`src/rtl/seq_digit_decoder.sv`:
```
// Receive-side checker for the digit-sequence generator: validates each step
// against the generator's transition graph, recovers the a bit, tracks lock and errors.
module seq_digit_decoder #(
  parameter int LOCK_N = 4,
  parameter int ERR_W  = 8
) (
  input  logic             clk,
  input  logic             reset,
  input  logic             din_valid,
  input  logic [2:0]       din,
  output logic             a_valid,
  output logic             a_out,
  output logic             err,
  output logic             locked,
  output logic [ERR_W-1:0] err_cnt
);

  typedef enum logic [1:0] {HUNT, TRACK, LOCK} state_t;

  localparam logic [3:0] LOCK_C = 4'(LOCK_N);

  state_t     state;
  logic [2:0] prev;
  logic [3:0] lock_cnt;
  logic [3:0] cnt_inc;
  logic       sym_ok;
  logic       pair_ok;
  logic [1:0] rec;

  function automatic logic is_symbol(input logic [2:0] d);
    return (d == 3'd0) || (d == 3'd2) || (d == 3'd3) || (d == 3'd4) || (d == 3'd5);
  endfunction

  // {recovering pair, recovered bit}
  function automatic logic [1:0] recover(input logic [2:0] p, input logic [2:0] n);
    logic [1:0] r;
    r = 2'b00;
    if      (p == 3'd3 && n == 3'd5) r = 2'b11;
    else if (p == 3'd3 && n == 3'd2) r = 2'b10;
    else if (p == 3'd4 && n == 3'd3) r = 2'b11;
    else if (p == 3'd4 && n == 3'd0) r = 2'b10;
    return r;
  endfunction

  function automatic logic is_legal(input logic [2:0] p, input logic [2:0] n);
    return recover(p, n)[1] ||
           (p == 3'd0 && n == 3'd3) ||
           (p == 3'd5 && n == 3'd2) ||
           (p == 3'd2 && n == 3'd4);
  endfunction

  function automatic logic [ERR_W-1:0] sat_inc(input logic [ERR_W-1:0] v);
    return (&v) ? v : v + ERR_W'(1);
  endfunction

  always_comb begin
    sym_ok  = is_symbol(din);
    pair_ok = is_legal(prev, din);
    rec     = recover(prev, din);
    cnt_inc = (lock_cnt >= LOCK_C) ? LOCK_C : lock_cnt + 4'd1;
  end

  always_ff @(posedge clk or negedge reset) begin
    if (!reset) begin
      state    <= HUNT;
      prev     <= 3'd0;
      lock_cnt <= 4'd0;
      a_valid  <= 1'b0;
      a_out    <= 1'b0;
      err      <= 1'b0;
      locked   <= 1'b0;
      err_cnt  <= '0;
    end else begin
      a_valid <= 1'b0;
      err     <= 1'b0;
      if (din_valid) begin
        if (!sym_ok) begin
          // Illegal symbol: no usable history, restart the hunt
          err      <= 1'b1;
          err_cnt  <= sat_inc(err_cnt);
          state    <= HUNT;
          lock_cnt <= 4'd0;
          locked   <= 1'b0;
        end else if (state == HUNT) begin
          prev     <= din;
          lock_cnt <= 4'd0;
          state    <= TRACK;
        end else if (pair_ok) begin
          prev     <= din;
          lock_cnt <= cnt_inc;
          if (cnt_inc == LOCK_C) begin
            state  <= LOCK;
            locked <= 1'b1;
          end
          if (rec[1]) begin
            a_valid <= 1'b1;
            a_out   <= rec[0];
          end
        end else begin
          // Bad step but a valid digit: resynchronise on it
          err      <= 1'b1;
          err_cnt  <= sat_inc(err_cnt);
          prev     <= din;
          lock_cnt <= 4'd0;
          state    <= TRACK;
          locked   <= 1'b0;
        end
      end
    end
  end

endmodule
```
`config.mk`:
```
export PLATFORM = sky130hd
export DESIGN_NAME = seq_digit_decoder
export DESIGN_NICKNAME = d
export VERILOG_FILES = /design/src/rtl/seq_digit_decoder.sv
export SDC_FILE = /design/constraint.sdc
export NUM_CORES = 1
export LEC_CHECK = 0
export BUFFER_PORTS_ARGS = -buffer_cell sky130_fd_sc_hd__clkbuf_2
export CORE_MARGIN = 2
export CORE_UTILIZATION = 55
export CTS_BUF_LIST = sky130_fd_sc_hd__clkbuf_2 sky130_fd_sc_hd__clkbuf_4 sky130_fd_sc_hd__clkbuf_8
export DETAILED_ROUTE_END_ITERATION = 8
export PLACE_DENSITY = 0.77
export SLEW_MARGIN = 20
export SYNTH_ARGS = -nofsm -noshare
export SYNTH_HDL_FRONTEND = slang
export SYNTH_SLANG_ARGS = --single-unit
```
`constraint.sdc`:
```
create_clock -name clk -period 2.4 [get_ports clk]
set_input_delay 0.24 -clock clk [delete_from_list [all_inputs] [get_ports clk]]
set_output_delay 0.24 -clock clk [all_outputs]
set_load 0.01 [all_outputs]
```
# Yosys cells after proc, flatten, opt, wreduce, memory -nomap -nowiden
# Cells that the tools add are included.
# Widths: inputs -> output; s select.
dict set report classes {
  n_reduce_logical 23
  n_addsub 2
  order_cmp 1
  n_bitwise 1
  eq_ne 13
  n_mul 0
  mux 29
  n_shift 0
  div_mod_pow 0
}
# operator n
set op_table {}
lappend op_table {{$mux 8} 4}
lappend op_table {{$mux 2} 8}
lappend op_table {{$mux 4} 4}
lappend op_table {{$mux 1} 13}
lappend op_table {{$eq 3x2->1 const B} 4}
lappend op_table {{$eq 3x3->1 const B} 4}
lappend op_table {{$add 8x1->8 const B} 1}
lappend op_table {{$reduce_and 8->1} 1}
lappend op_table {{$logic_and 1x1->1} 7}
lappend op_table {{$logic_or 1x1->1} 7}
lappend op_table {{$logic_not 3->1} 2}
lappend op_table {{$reduce_and 3->1} 2}
lappend op_table {{$reduce_and 5->1} 1}
lappend op_table {{$add 4x1->4 const B} 1}
lappend op_table {{$eq 4x3->1 const B} 1}
lappend op_table {{$ge 4x3->1 const B} 1}
lappend op_table {{$ne 2x2->1 const B} 2}
lappend op_table {{$ne 4x2->1 const B} 1}
lappend op_table {{$reduce_and 2->1} 2}
lappend op_table {{$ne 3x2->1 const B} 1}
lappend op_table {{$logic_not 2->1} 1}
lappend op_table {{$not 1->1} 1}
dict set report totals {
  reg_bits 21
  mem_bits_rw 0
  word_cells 77
  output_inout_bits 12
  latchBits 0
  inputBits 6
  romBits 0
  memories 0
}

# Longest topological paths before layout
dict set report depth {
  depth_word 13
  ltp_mapped 6
  depth_no_buf 5
}

# Worst setup path after synthesis
# No wires, ideal clock.
dict set report synth_path {
  path_kind {reg-to-reg}
  from {reg prev[0]}
  to {reg err_cnt[1]}
  path_stages_with_launch 7
  slack_ns 0.501
  n_path_buf 1
  required_ns 2.275
  arrival_ns 1.774
  setup_time_ns 0.125
  synth_period_minus_slack_ns 1.899
  path_cell_list {dfrtp_1 buf_4 xor2_1 o32ai_2 nor4b_4 and2_4 mux2_4}
}
dict set report synth_between {
  elab_chain_len 11
  word_cells_on_any_way 21
  cone_classes {eq/ne: 5; mux: 4; reduce/logical: 12}
}
# element line_no
set synth_rtl {}
lappend synth_rtl {{start: declaration} 23} ;# logic [2:0] prev;
lappend synth_rtl {{start signal: assignment} 85} ;# prev <= din;
lappend synth_rtl {{start signal: assignment} 89} ;# prev <= din;
lappend synth_rtl {{start signal: assignment} 103} ;# prev <= din;
lappend synth_rtl {{$eq 3x3->1} {40, 41}}
lappend synth_rtl {{$logic_and 1x1->1} 41} ;# else if (p == 3'd4 && n == 3'd0) r = 2'b10;
lappend synth_rtl {{$mux 2} 41}
lappend synth_rtl {{$mux 2} 40} ;# else if (p == 3'd4 && n == 3'd3) r = 2'b11;
lappend synth_rtl {{$mux 2} 39} ;# else if (p == 3'd3 && n == 3'd2) r = 2'b10;
lappend synth_rtl {{$mux 2} 38} ;# if (p == 3'd3 && n == 3'd5) r = 2'b11;
lappend synth_rtl {{$logic_or 1x1->1} 46} ;# return recover(p, n)[1] ||
lappend synth_rtl {{$logic_or 1x1->1} 47} ;# (p == 3'd0 && n == 3'd3) ||
lappend synth_rtl {{$logic_or 1x1->1 *} 48} ;# (p == 3'd5 && n == 3'd2) ||
lappend synth_rtl {{$ne 2x2->1 (no source line) *} -}
lappend synth_rtl {{$reduce_and 3->1 (no source line) *} -}
lappend synth_rtl {{end signal: assignment} 80} ;# err_cnt <= sat_inc(err_cnt);
lappend synth_rtl {{end signal: assignment} 102} ;# err_cnt <= sat_inc(err_cnt);
lappend synth_rtl {{end: declaration} 15} ;# output logic [ERR_W-1:0] err_cnt
# Every way passes the cells marked *; elsewhere a longest branch is shown, timed or not.
# A chain may end at the register's enable or synchronous reset.

# Worst setup path after layout
dict set report layout_path {
  from {reg prev[0]}
  to {reg a_out}
}
dict set report layout_between {
  elab_chain_len 10
  word_cells_on_any_way 20
  cone_classes {eq/ne: 4; mux: 4; reduce/logical: 12}
}
# element line_no
set layout_rtl {}
lappend layout_rtl {{$eq 3x3->1} {40, 41}}
lappend layout_rtl {{$logic_and 1x1->1} 41}
lappend layout_rtl {{$mux 2} 41}
lappend layout_rtl {{$mux 2} 40}
lappend layout_rtl {{$mux 2} 39}
lappend layout_rtl {{$mux 2} 38}
lappend layout_rtl {{$logic_or 1x1->1} 46}
lappend layout_rtl {{$logic_or 1x1->1} 47}
lappend layout_rtl {{$logic_or 1x1->1} 48}
lappend layout_rtl {{$reduce_and 5->1 (no source line)} -}
lappend layout_rtl {{end signal: assignment} 97} ;# a_out <= rec[0];
lappend layout_rtl {{end: declaration} 12} ;# output logic a_out,
# Several ways; a longest one is shown, not always the timed one.

==> results.sh <==
export IMPL_cpPeakStageDelay_ns=0.50
export IMPL_gp_congestion=0.897
export IMPL_syn_nets=120
export IMPL_crit_path_max_fanout=9
export IMPL_initial_core_util_pct=59.8
export IMPL_grt_pass1_vias=887
export IMPL_worst_path_stages=5
export IMPL_die_h_microns=50.9
export IMPL_fin_tns_setup_ns=0
export IMPL_drt_pass1_iterations=4
export IMPL_clk_pin_slew_ns=0.12
export IMPL_final_antenna_net_count=0
export IMPL_yosys_top_cells_area="dfrtp_1, xnor2_1, xor2_1"
export IMPL_areaGrowthSynthToFinish_pct=11.6
export IMPL_worst_path_max_delay_cell="dfrtp_1"
export IMPL_grt_ovfl_total=0
export IMPL_grt_usage_pct=19.8
export IMPL_grt_max_degree=22
export IMPL_synth_enable_flop_cells=0
export IMPL_diodes=0
export IMPL_p_per_area_mw_per_mm2=726
export IMPL_drt_wl_total_microns=2230
export IMPL_finalSetupViolCount=0
export IMPL_syn_area_sq_mm=0.00121
export IMPL_slew_headroom_pct=66.0
export IMPL_fin_crit_sh_pct=82.7
export IMPL_rsz0062_at_grt="no"
export IMPL_core_sq_mm=0.00202
export IMPL_cts_buffer_depth=2
export IMPL_cap_violations=0
export IMPL_dp_final_hpwl_microns=1680
export IMPL_power_frac_comb_pct=30.7
export IMPL_synth_top_cell_area_share_pct=43.4
export IMPL_worstMarginPinSlew_ns=0.510
export IMPL_cp_start_kind="flip-flop"
export IMPL_p_seq_share_pct=51.0
export IMPL_dieArea_sq_mm=0.00259
export IMPL_io_pin_count=18
export IMPL_synth_commonest_cells="dfrtp_1, nor2_1, nand3_1, xnor2_1"
export IMPL_layout_nets=140
export IMPL_drc=0
export IMPL_pwr_share_clk_pct=18.3
export IMPL_yosysMostFrequentCell="dfrtp_1"
export IMPL_whs_path_depth=2
export IMPL_synth_top_cell_by_area="dfrtp_1"
export IMPL_layout_setup_ws_ns=0.416
export IMPL_ys_ff_latch=21
export IMPL_cts_hold_fix_buffers=1
export IMPL_wl_per_cell_microns=14.1
export IMPL_critical_path_class="reg2reg"
export IMPL_r2r_slack_ns=0.42
export IMPL_ff2ff_path_depth=5
export IMPL_end_kind="flip-flop"
export IMPL_htree_levels=1
export IMPL_synth_flop_cell="dfrtp_1"
export IMPL_path_delay_family="simple AND/OR/NAND/NOR gates"
export IMPL_sw_frac_of_total_pct=34.2
export IMPL_reg2reg_from="prev[0]"
export IMPL_synthArstFlopShare_pct=100
export IMPL_report_final_slew_viol_count=0
export IMPL_dp_slack_ns=0.450
export IMPL_cts_root_buf="clkbuf_4"
export IMPL_hold_path_class="in2reg"
export IMPL_skew_ns=0.00564
export IMPL_port_buffers=17
export IMPL_vias_per_cell=5.92
export IMPL_cts_tree="built"
export IMPL_antenna_found_initial=0
export IMPL_synthCells=112
export IMPL_cts_setup_buffers=0
export IMPL_worstSetupEndpoint="a_out"
export IMPL_critical_path_buf_inv_count=0
export IMPL_critical_path_cell_chain="or3b_2, o32a_1, o22ai_1, and3_1, mux2_2"
export IMPL_clock_latency_ns=0.29
export IMPL_drive_above_1_share_pct=29.8
export IMPL_status="finished clean"
export IMPL_numCtsBuffers=3
export IMPL_p_int_mw=0.645
export IMPL_p_sw_mw=0.335
export IMPL_drt_iter0_drc=14
export IMPL_r2r_end="a_out"
export IMPL_cp_startpoint="prev[0]"
export IMPL_worstPathArrival_ns=2.18
export IMPL_yosys_warnings=0
export IMPL_hold_viol_final=0
export IMPL_rows=16
export IMPL_leakagePower_nw=0.615
export IMPL_clock_sinks=21
export IMPL_cts_resized=0
export IMPL_die_w_microns=50.9
export IMPL_seq_area_frac_synth_pct=43.4
export IMPL_avgSynthCellArea_sq_um=10.8
export IMPL_vdd_ir_drop_max_uv=610
export IMPL_layout_min_cycle_time_ns=1.98
export IMPL_fmax_mhz=504
export IMPL_grt_pass1_wl_microns=3880
export IMPL_crit_required_ns=2.60
export IMPL_synth_cell_types=45
export IMPL_via_count=936
-- cell families (layout without fill, tap and decap cells) --
logic type / Yosys count / in the layout / synth area share (%)
muxes: 4 / 4 / 4.03
xor gates and xnor gates: 10 / 10 / 7.24
adders and majority gates: 2 / 2 / 2.07
DFF: 21 / 21 / 43.4
and+or+nand+nor: 46 / 46 / 26.0
AOI/OAI and AO/OA: 19 / 19 / 12.9
buffers and inverters: 10 / 29 / 4.34
-- area by class of cell --
class | count | area (sq um)
Clock buffer | 4 | 30.0
Sequential cell | 21 | 526
Multi-Input combinational cell | 81 | 632
Fill cell | 180 | 672
Timing Repair Buffer | 20 | 110
Inverter | 5 | 18.8
Tap cell | 27 | 33.8
-- power groups by stage --
stage / logic (mW) / clock network [mW] / registers (mW)
floorplan: 0.188 / 0 / 0.513
global placement: 0.293 / 0 / 0.502
detailed placement: 0.300 / 0 / 0.505
CTS: 0.305 / 0.183 / 0.500
global route: 0.329 / 0.195 / 0.515
finish: 0.301 / 0.179 / 0.499
-- through the flow --
stage	hold slack (ns)	std cells	instance area, sq um	total power, mW	util, %
2_1_floorplan	-0.0556	112	1210	0.701	-
3_3_place_gp	0.233	153	1310	0.795	64.8
3_5_place_dp	0.237	153	1310	0.804	64.8
4_1_cts	0.226	158	1350	0.987	66.8
5_1_grt	0.229	158	1350	1.04	66.8
6_report	0.230	158	1350	0.980	66.8
-- worst min path at each step --
stage                     startpoint     endpoint
after global placement         reset  lock_cnt[2]
after floorplan                reset        a_out
after CTS                  din_valid  lock_cnt[3]
final                      din_valid  lock_cnt[3]
after detailed placement       reset  lock_cnt[3]
after global routing       din_valid  lock_cnt[3]
-- state kept, by name, summed over array words and instances, names as in the netlist --
| register | cells |
|---|---|
| err_cnt | 8 |
| err | 1 |
| state | 2 |
| locked | 1 |
| a_out | 1 |
| prev | 3 |
| lock_cnt | 4 |
| a_valid | 1 |
-- worst register-to-register path: cells and delay by family, from the launching register on --
| family | cells | cell delay [ns] |
|---|---|---|
| multiplexers | 1 | 0.34 |
| AND/OR/NAND/NOR | 2 | 0.72 |
| AO/OA/AOI/OAI | 2 | 0.32 |
| flip-flops | 1 | 0.50 |
-- cell usage in the layout, fill, tap and decap left out, drive strengths merged, types with 2 or more instances in the layout --
cell type,n
o21ai,3
clkbuf,21
a21oi,4
and4,2
nor4b,2
nand2,5
dfrtp,21
or3b,3
o32ai,2
xor2,4
buf,2
inv,5
nor2,7
xnor2,6
mux2,4
nor3,2
nand3,6
and2,2
nand4,3
and3,5
ha,2
-- per-layer routing --
| layer | routed length, microns | global-route usage [%] | vias up |
|---|---|---|---|
| met4 | 42 | 9.01 | 0 |
| met1 | 967 | 25.4 | 452 |
| met3 | 127 | 4.68 | 6 |
| met2 | 1090 | 31.8 | 27 |
| met5 | 0 | 0 | - |
| li1 | - | - | 451 |
Note: power is estimated with default switching activity, not from simulation.
